**config.mk**
```make
export PLATFORM = sky130hd
export DESIGN_NAME = uart_byte_receiver
export DESIGN_NICKNAME = d
export VERILOG_FILES = /design/src/rtl/uart_pkg.sv /design/src/rtl/uart_rx_fifo.sv /design/src/rtl/uart_byte_receiver.sv
export SDC_FILE = /design/constraint.sdc
export NUM_CORES = 1
export LEC_CHECK = 0
export ABC_AREA = 1
export CORE_ASPECT_RATIO = 1.25
export CORE_MARGIN = 2
export CORE_UTILIZATION = 45
export CTS_BUF_LIST = sky130_fd_sc_hd__clkbuf_8 sky130_fd_sc_hd__clkbuf_16
export DETAILED_ROUTE_END_ITERATION = 6
export PLACE_DENSITY = 0.64
export REMOVE_ABC_BUFFERS = 1
export SYNTH_ARGS = -nofsm -noshare
export SYNTH_HDL_FRONTEND = slang
export SYNTH_HIERARCHICAL = 1
export SYNTH_SLANG_ARGS = --single-unit
```
**constraint.sdc**
```tcl
create_clock -name clk -period 2.4 [get_ports clk]
set_clock_uncertainty 0.15 [all_clocks]
set_input_delay 0.72 -clock clk [delete_from_list [all_inputs] [get_ports clk]]
set_output_delay 0.72 -clock clk [all_outputs]
set_load 0.005 [all_outputs]
```
**src/rtl/uart_pkg.sv**
```systemverilog
// Shared types and defaults for the UART byte receiver slice.
// Holds the receiver state encoding, default timing/FIFO sizes and the data width.
package uart_pkg;

  localparam int DATA_W               = 8;
  localparam int DEFAULT_CLKS_PER_BIT = 86;
  localparam int DEFAULT_FIFO_DEPTH   = 4;

  typedef enum logic [2:0] {
    IDLE,
    START,
    DATA,
    PARITY,
    STOP,
    BREAK_WAIT
  } uart_state_t;

  // Even parity bit that makes the total count of ones even.
  function automatic logic even_parity(input logic [DATA_W-1:0] d);
    return ^d;
  endfunction

endpackage

```
**src/rtl/uart_rx_fifo.sv**
```systemverilog
// Show-ahead synchronous byte FIFO with wrapping pointers (one extra MSB
// distinguishes full from empty). Head data reads 0 while empty.
module uart_rx_fifo
  import uart_pkg::*;
#(
  parameter int DEPTH = DEFAULT_FIFO_DEPTH,
  parameter int WIDTH = DATA_W
) (
  input  logic             clk,
  input  logic             rst,
  input  logic             push,
  input  logic [WIDTH-1:0] push_data,
  input  logic             pop,
  output logic [WIDTH-1:0] head_data,
  output logic             full,
  output logic             empty
);

  localparam int ADDR_W = $clog2(DEPTH);

  logic [ADDR_W:0]  wr_ptr, rd_ptr;
  logic [WIDTH-1:0] mem [DEPTH];
  logic             pop_ok, push_ok;

  assign empty   = (wr_ptr == rd_ptr);
  assign full    = (wr_ptr[ADDR_W] != rd_ptr[ADDR_W]) &&
                   (wr_ptr[ADDR_W-1:0] == rd_ptr[ADDR_W-1:0]);
  assign pop_ok  = pop && !empty;
  // A full FIFO still takes a byte when the head leaves in the same cycle.
  assign push_ok = push && (!full || pop_ok);

  always_ff @(posedge clk or posedge rst) begin
    if (rst) begin
      wr_ptr <= '0;
      rd_ptr <= '0;
    end else begin
      if (push_ok) wr_ptr <= wr_ptr + 1'b1;
      if (pop_ok)  rd_ptr <= rd_ptr + 1'b1;
    end
  end

  // NOTE: storage has no reset; the pointers alone define which entries are live.
  always_ff @(posedge clk) begin
    if (push_ok) mem[wr_ptr[ADDR_W-1:0]] <= push_data;
  end

  assign head_data = empty ? '0 : mem[rd_ptr[ADDR_W-1:0]];

endmodule

```
**src/rtl/uart_byte_receiver.sv**
```systemverilog
// 8N1 serial byte receiver with framing checks and an output byte FIFO.
// Define UART_RX_PARITY_EN for 8E1 framing with even-parity checking.
module uart_byte_receiver
  import uart_pkg::*;
#(
  parameter int CLKS_PER_BIT = DEFAULT_CLKS_PER_BIT,
  parameter int FIFO_DEPTH   = DEFAULT_FIFO_DEPTH
) (
  input  logic              clk,
  input  logic              rst,
  input  logic              rx,
  output logic [DATA_W-1:0] out_data,
  output logic              out_valid,
  input  logic              out_ready,
  output logic              frame_err,
  output logic              overrun,
  output logic              parity_err
);

  localparam int                 TIMER_W   = $clog2(CLKS_PER_BIT);
  localparam logic [TIMER_W-1:0] HALF_LOAD = TIMER_W'(CLKS_PER_BIT / 2 - 1);
  localparam logic [TIMER_W-1:0] BIT_LOAD  = TIMER_W'(CLKS_PER_BIT - 1);

  logic              rx_meta, rx_s;
  logic [1:0]        sync_fill;
  uart_state_t       state, state_next;
  logic [TIMER_W-1:0] timer;
  logic              timer_zero;
  logic [2:0]        bit_idx;
  logic [DATA_W-1:0] shift;
  logic              armed;
  logic              push_req, frame_err_set, overrun_set, pop;
  logic              fifo_full, fifo_empty;

  // NOTE: non-blocking assignments keep these as two real flop stages; blocking
  // ones would let rx fall straight through to rx_s in a single clock.
  always_ff @(posedge clk or posedge rst) begin
    if (rst) begin
      rx_meta   <= 1'b1;
      rx_s      <= 1'b1;
      sync_fill <= 2'b00;
    end else begin
      rx_meta   <= rx;
      rx_s      <= rx_meta;
      sync_fill <= {sync_fill[0], 1'b1};
    end
  end

  assign timer_zero = (timer == '0);

  always_ff @(posedge clk or posedge rst) begin
    if (rst) state <= IDLE;
    else     state <= state_next;
  end

  // NOTE: default assignment first so every path drives state_next and no latch forms.
  always_comb begin
    state_next = state;
    case (state)
      IDLE:       if (armed && !rx_s) state_next = START;
      START:      if (timer_zero) state_next = rx_s ? IDLE : DATA;
      DATA: begin
        if (timer_zero && bit_idx == 3'(DATA_W - 1)) begin
`ifdef UART_RX_PARITY_EN
          state_next = PARITY;
`else
          state_next = STOP;
`endif
        end
      end
`ifdef UART_RX_PARITY_EN
      PARITY:     if (timer_zero) state_next = STOP;
`endif
      STOP:       if (timer_zero) state_next = rx_s ? IDLE : BREAK_WAIT;
      BREAK_WAIT: if (rx_s) state_next = IDLE;
      default:    state_next = IDLE;
    endcase
  end

`ifdef UART_RX_PARITY_EN
  logic par_bad;
  logic parity_err_set;
`endif

  always_comb begin
    push_req      = 1'b0;
    frame_err_set = 1'b0;
`ifdef UART_RX_PARITY_EN
    parity_err_set = 1'b0;
`endif
    if (state == STOP && timer_zero) begin
      if (!rx_s) frame_err_set = 1'b1;
`ifdef UART_RX_PARITY_EN
      else if (par_bad) parity_err_set = 1'b1;
`endif
      else push_req = 1'b1;
    end
  end

  // Bit timing: IDLE preloads the half-bit delay so START lands mid start bit.
  always_ff @(posedge clk or posedge rst) begin
    if (rst) begin
      timer   <= '0;
      bit_idx <= '0;
      shift   <= '0;
      armed   <= 1'b0;
    end else begin
      if (state == IDLE)
        timer <= HALF_LOAD;
      else if (timer_zero && (state == START || state == DATA || state == PARITY))
        timer <= BIT_LOAD;
      else if (!timer_zero)
        timer <= timer - 1'b1;

      if (state == START)
        bit_idx <= '0;
      else if (state == DATA && timer_zero)
        bit_idx <= bit_idx + 1'b1;

      if (state == DATA && timer_zero)
        shift <= {rx_s, shift[DATA_W-1:1]};

      // Reset values in the synchronizer are not line evidence, so arming
      // waits until both stages hold genuinely sampled data.
      if (state != IDLE)
        armed <= 1'b0;
      else if (rx_s && sync_fill[1])
        armed <= 1'b1;
    end
  end

`ifdef UART_RX_PARITY_EN
  always_ff @(posedge clk or posedge rst) begin
    if (rst)
      par_bad <= 1'b0;
    else if (state == PARITY && timer_zero)
      par_bad <= (rx_s != even_parity(shift));
  end

  always_ff @(posedge clk or posedge rst) begin
    if (rst) parity_err <= 1'b0;
    else     parity_err <= parity_err_set;
  end
`else
  assign parity_err = 1'b0;
`endif

  assign pop         = out_ready;
  assign out_valid   = !fifo_empty;
  assign overrun_set = push_req && fifo_full && !(out_valid && out_ready);

  always_ff @(posedge clk or posedge rst) begin
    if (rst) begin
      frame_err <= 1'b0;
      overrun   <= 1'b0;
    end else begin
      frame_err <= frame_err_set;
      overrun   <= overrun_set;
    end
  end

  uart_rx_fifo #(
    .DEPTH (FIFO_DEPTH),
    .WIDTH (DATA_W)
  ) u_fifo (
    .clk       (clk),
    .rst       (rst),
    .push      (push_req),
    .push_data (shift),
    .pop       (pop),
    .head_data (out_data),
    .full      (fifo_full),
    .empty     (fifo_empty)
  );

endmodule

```
# Word level (Yosys, flattened, before mapping)
# Memories as Yosys holds them, arrays and structs flattened.
# Cells that the tools add are included.
# classes
add_sub_neg	4
n_eq_ne	15
mux	22
n_reduce_logical	24
# ops
op	count
2-to-1 mux 3 bit	8
2-to-1 mux 7 bit	3
one-hot mux 3 bit (5 select lines)	1
logical AND 1 bit	11
!= test 2 bit (second input constant)	5
adder 3 x 1 -> 3 bit (second input constant)	3
equality test 3 bit (second input constant)	3
2-to-1 mux 1 bit	8
2-to-1 mux 8 bit	1
logical NOT 7 bit	1
subtractor 7 x 1 -> 7 bit (second input constant)	1
equality test 3 x 2 -> 1 bit (second input constant)	2
AND reduction 5 bit	1
logical NOT 1 bit	4
nonzero test 2 bit	2
equality test 3 x 1 -> 1 bit (second input constant)	1
equality test 3 bit	1
logical NOT 3 bit	1
logical OR 1 bit	3
!= test 3 x 1 -> 1 bit (second input constant)	1
nonzero test 3 bit	1
equality test 2 bit	1
2-to-1 mux 2 bit	1
!= test 1 bit	1
# totals
register_bits	34
ramBits	32
in_bits	4
out_inout_bits	12
mem_count	1
# mem_list
memory	words	word_bits	read_ports	rd_ports_with_merged_regs	write_ports	line_no	text
u_fifo.mem	4	8	1	0	1	uart_rx_fifo.sv:22	logic [WIDTH-1:0] mem [DEPTH];

# Logic depth before layout (Yosys ltp)
# Gate-level depths: netlist (run 1).
# logic_depth
depth_word	7
mapped_depth	10

# By module
# Netlist (run 1), hierarchy kept.
# modules_own_cells
module	instances	cells_each	area_per_inst_um2	seq_area_each_um2
uart_rx_fifo	1	163	1778.0	1111.1
uart_byte_receiver	1	149	1335.0	703.2

# Worst setup path before layout (run 1)
# OpenSTA, ideal clock, no wires.
# synth_timing
kind	reg-to-reg
start	register timer[0]
end	memory u_fifo/mem[0][0] in the netlist's numbering, enable pin
t_arrival_ps	1725
path_slack_ps	154
path_stages_with_launch	9
path_buffers	0
cell_sequence	dfrtp_1 inv_1 ha_1 inv_1 nor2_1 nand3_4 nor3_2 nand2_4 nor2_1
# synth_between
elab_chain_len	6
# synth_rtl
element	line_no	text
from (decl)	uart_byte_receiver.sv:27	logic [TIMER_W-1:0] timer;
from (signal assigned)	uart_byte_receiver.sv:113	timer <= timer - 1'b1;
logical NOT 7 bit	uart_byte_receiver.sv:49	assign timer_zero = (timer == '0);
logical AND 1 bit	uart_byte_receiver.sv:91	if (state == STOP && timer_zero) begin
2-to-1 mux 1 bit	uart_byte_receiver.sv:91	
via push_req	uart_byte_receiver.sv:32	logic push_req, frame_err_set, overrun_set, pop;
logical AND 1 bit	uart_rx_fifo.sv:30	assign push_ok = push && (!full || pop_ok);
2-to-1 mux 1 bit	uart_rx_fifo.sv:44	if (push_ok) mem[wr_ptr[ADDR_W-1:0]] <= push_data;
2-to-1 mux 1 bit (implied by the code)	uart_rx_fifo.sv:44	
to (decl)	uart_rx_fifo.sv:22	
# The timed path passes the listed nets, and every way through them passes these cells.

# Final worst setup path (run 1)
# layout_timing
start	register u_fifo.rd_ptr[0]
end	output port out_data[0]
# layout_between
elab_chain_len	2
word_cells_on_any_way	3
classes_between	eq/ne: 1; mux: 1; memory: 1
# layout_rtl
element	line_no	text
from (decl)	uart_rx_fifo.sv:21	logic [ADDR_W:0] wr_ptr, rd_ptr;
from (signal assigned)	uart_rx_fifo.sv:38	if (pop_ok) rd_ptr <= rd_ptr + 1'b1;
memory read (4 x 8 bit) or equality test 3 bit (tied branches)	--	
2-to-1 mux 8 bit *	uart_rx_fifo.sv:47	assign head_data = empty ? '0 : mem[rd_ptr[ADDR_W-1:0]];
to (decl)	uart_byte_receiver.sv:12	output logic [DATA_W-1:0] out_data,
# Every way passes the cells marked *; elsewhere a longest branch is shown, timed or not.

==> metrics.yaml, run 1 <==
finalCoreUtilization_pct: 58.6
max_freq_mhz: 404
numClockSinks: 66
wirelength_mm: 5.93
dominantRegCellSynth: "sky130_fd_sc_hd__edfxtp_1"
synth-seq-cells: 66
outcome: "complete, but fails checks"
die_w_um: 78.4
yosys.area.top_type: "sky130_fd_sc_hd__edfxtp_1"
intPower_mw: 2.60
min_delay_path_class: "flop to flop"
fin_crit_sh_pct: 103
crit_arrival_ns: 1.61
num-nets-final: 380
synthesized_cell_area_sq_mm: 0.00311
detailedRoute.firstIterationViolations: 119
htree_levels: 3
area_delta_synth_final_pct: 25.2
cts.path.max_buffers: 2
timing_worst_setup_path_type: "flop to output pin"
sequentialPowerShare_pct: 33.3
finalWorstSetupSlack_ns: -0.0752
final_design_area_no_fill_sq_mm: 0.00390
clk-insertion-delay-late_ns: 0.34
via_per_inst: 4.75
power_frac_comb_pct: 46.9
power.switching_mw: 1.55
synth.yosys.warnings: 6
placementRows: 33
antennaDiodeCount: 0
synth-async-reset-ratio_pct: 51.5
max-vdd-ir-drop_mv: 0.601
global_route_usage_sum_pct: 17.3
tritoncts: "done"
timing.critical_path.from: "u_fifo/rd_ptr[0]"
grt_antenna_before_repair: 0
detailedPlacementHpwl_mm: 3.62
postCtsHoldBufs: 0
die_y_um: 97.0
rr_startpoint: "u_fifo/rd_ptr[0]"
post-route-drc-count: 0
cts.reportedPaths.clkPinSlew_ns: 0.08
endpoint_kind: "output pin"
max_cap_violations: 0
final.fill_count: 553
synth.lib_cells_used.distinct: 37
power_density_mw_per_mm2: 1060
cp.required_ns: 1.53
detail_route.first_pass.iterations: 4
switching_share_pct: 37.5
critical_path.max_fanout: 5
io_buffer_count: 14
coreArea_sq_mm: 0.00665
postSynthCellCount: 312
initial_core_util_pct: 46.8
share_clk_of_total_power_pct: 19.8
violations: "negative setup slack"
library_cell_with_the_highest_instance_count_after_synthesis: "sky130_fd_sc_hd__nand2_1"
route.antenna.remaining_nets: 0
rsz0062_at_grt: "yes"
timing.final.setup_violations: 8
dieArea_sq_mm: 0.00760
period_needed_ns: 2.48
wl_per_cell_um: 12.9
placed_area_sq_mm: 0.00345
grt_start_max_net_pins: 28
max_transition_viols_final: 0
grt-ovfl-total: 0
synth_area_leaders: "sky130_fd_sc_hd__edfxtp_1 31%, sky130_fd_sc_hd__dfrtp_1 26%, sky130_fd_sc_hd__nand2_1 8.7%"
cts_root_buf: "sky130_fd_sc_hd__clkbuf_8"
grt_pass1_wl_mm: 10.1
io-pin-count: 16
synth_enable_flop_cells: 32
p_leak_nw: 1.78
globalplace.congestion: 0.782
synth.cells.most_frequent: "72 x sky130_fd_sc_hd__nand2_1, 42 x sky130_fd_sc_hd__nor2_1, 35 x sky130_fd_sc_hd__inv_1, 32 x sky130_fd_sc_hd__dfrtp_1, 32 x sky130_fd_sc_hd__edfxtp_1"
layout-drive-gt1-share_pct: 30.6
cts_buffers: 9
synth_top_area_share_pct: 30.9
fin_hold_ws_ns: 0.209
synth.avg_cell_area_sq_um: 9.98
timing_hold_violations_final: 0
number_of_global_route_vias_before_repair: 2232
dr_total_vias: 2179
critPathLaunchType: "flop"
synth_seq_area_share_pct: 58.3
holdCritStartpoint: "rx_meta"
==> worst max-delay path, stage by stage, from the launching register on <==
cell and delay, ns:
sky130_fd_sc_hd__dfrtp_2 0.48, sky130_fd_sc_hd__buf_12 0.16, sky130_fd_sc_hd__buf_8 0.12, sky130_fd_sc_hd__nor2_4 0.10, sky130_fd_sc_hd__nor2_2 0.05, sky130_fd_sc_hd__o21ai_1 0.06
sky130_fd_sc_hd__o21ai_1 0.07, sky130_fd_sc_hd__nand2_1 0.07, sky130_fd_sc_hd__inv_1 0.04, sky130_fd_sc_hd__buf_2 0.11
==> power groups by stage <==
stage | registers, mW | logic (mW) | clock network, mW
finish | 1.38 | 1.95 | 0.820
global route | 1.40 | 2.16 | 0.891
CTS | 1.39 | 1.93 | 0.851
detailed placement | 1.39 | 1.49 | 0
global placement | 1.39 | 1.48 | 0
floorplan | 1.42 | 0.854 | 0
==> logic make-up after synthesis <==
kind of cell | after synthesis | synth area share (%)
xor+xnor | 5 | 2.01
compound gates | 38 | 6.59
fa+ha+maj | 9 | 3.62
other cells | 2 | 0.241
flops | 66 | 58.3
simple gates | 146 | 22.3
buf+inv | 46 | 6.91
==> per-stage QoR <==
| step | instances | setup WS, ns | power [mW] | setup TNS [ns] |
|---|---|---|---|---|
| 2_1_floorplan | 304 | 0.154 | 2.28 | 0 |
| 3_3_place_gp | 423 | 0.0289 | 2.87 | 0 |
| 3_5_place_dp | 423 | 0.00464 | 2.89 | 0 |
| 4_1_cts | 460 | -0.0908 | 4.17 | -0.535 |
| 5_1_grt | 459 | -0.158 | 4.45 | -1.12 |
| 6_report | 459 | -0.0752 | 4.15 | -0.242 |
==> cell usage in the layout, fill, tap and decap left out, types with 5 or more instances in the layout <==
cell / n
sky130_fd_sc_hd__buf_2: 9
sky130_fd_sc_hd__buf_4: 26
sky130_fd_sc_hd__buf_6: 5
sky130_fd_sc_hd__clkbuf_8: 9
sky130_fd_sc_hd__clkdlybuf4s50_1: 5
sky130_fd_sc_hd__dfrtp_1: 30
sky130_fd_sc_hd__edfxtp_1: 32
sky130_fd_sc_hd__ha_1: 9
sky130_fd_sc_hd__inv_1: 32
sky130_fd_sc_hd__inv_2: 5
sky130_fd_sc_hd__nand2_1: 69
sky130_fd_sc_hd__nand3_1: 9
sky130_fd_sc_hd__nor2_1: 31
sky130_fd_sc_hd__nor2_2: 10
sky130_fd_sc_hd__nor2_4: 7
sky130_fd_sc_hd__o21ai_0: 11
sky130_fd_sc_hd__o21ai_1: 13
sky130_fd_sc_hd__o21ai_2: 7
==> sequential cells by signal, indices dropped and copies added (netlist names) <==
signal / cells
u_fifo/wr_ptr: 3
sync_fill: 2
timer: 7
u_fifo/rd_ptr: 3
overrun: 1
u_fifo/mem: 32
frame_err: 1
shift: 8
bit_idx: 3
state: 3
rx_s: 1
armed: 1
rx_meta: 1
==> metal layers <==
layer / GRT usage [%] / share of wire (%) / up-vias
li1: - / - / 1112
met5: 0 / 0 / -
met4: 8.91 / 1.8 / 0
met1: 19.8 / 43 / 1039
met2: 30.8 / 53 / 21
met3: 2.80 / 1.9 / 7
==> layout make-up <==
type	instances	area [sq um]	area share, %
Clock buffer	9	124	3.18
Clock inverter	7	53.8	1.38
Inverter	38	145	3.72
Multi-Input combinational cell	201	1190	30.5
Sequential cell	66	1820	46.6
Tap cell	87	109	2.79
Timing Repair Buffer	51	462	11.8
==> path summary, 6_finish.rpt <==
kind                               end  slack, ns  cells after the start
max reg2reg                    overrun       0.08                     16
min in group asynchronous      overrun       0.41                      2
min                               rx_s       0.21                      0
max                        out_data[0]      -0.08                      9
max in group asynchronous      rx_meta       1.14                      3
min reg2reg                       rx_s       0.21                      0
==> timing repair <==
action / CTS / global route
pin swaps: 23 / 11
setup buffers: 18 / 0
resized for setup: 77 / 16
gates cloned: 3 / 0
endpoints found under the setup margin: 9 / 10
Note: power is estimated with default switching activity, not from simulation.
==> inputs of run 2 (changes only) <==
--- a/config.mk
+++ b/config.mk
@@ -6,10 +6,10 @@
 export NUM_CORES = 1
 export LEC_CHECK = 0
 export ABC_AREA = 1
+export ABC_CLOCK_PERIOD_IN_PS = 2400
 export CORE_ASPECT_RATIO = 1.25
 export CORE_MARGIN = 2
 export CORE_UTILIZATION = 45
-export CTS_BUF_LIST = sky130_fd_sc_hd__clkbuf_8 sky130_fd_sc_hd__clkbuf_16
 export DETAILED_ROUTE_END_ITERATION = 6
 export PLACE_DENSITY = 0.64
 export REMOVE_ABC_BUFFERS = 1
==> results of run 2 <==
No change in the layout: final DEF, timing and power equal those of run 1.
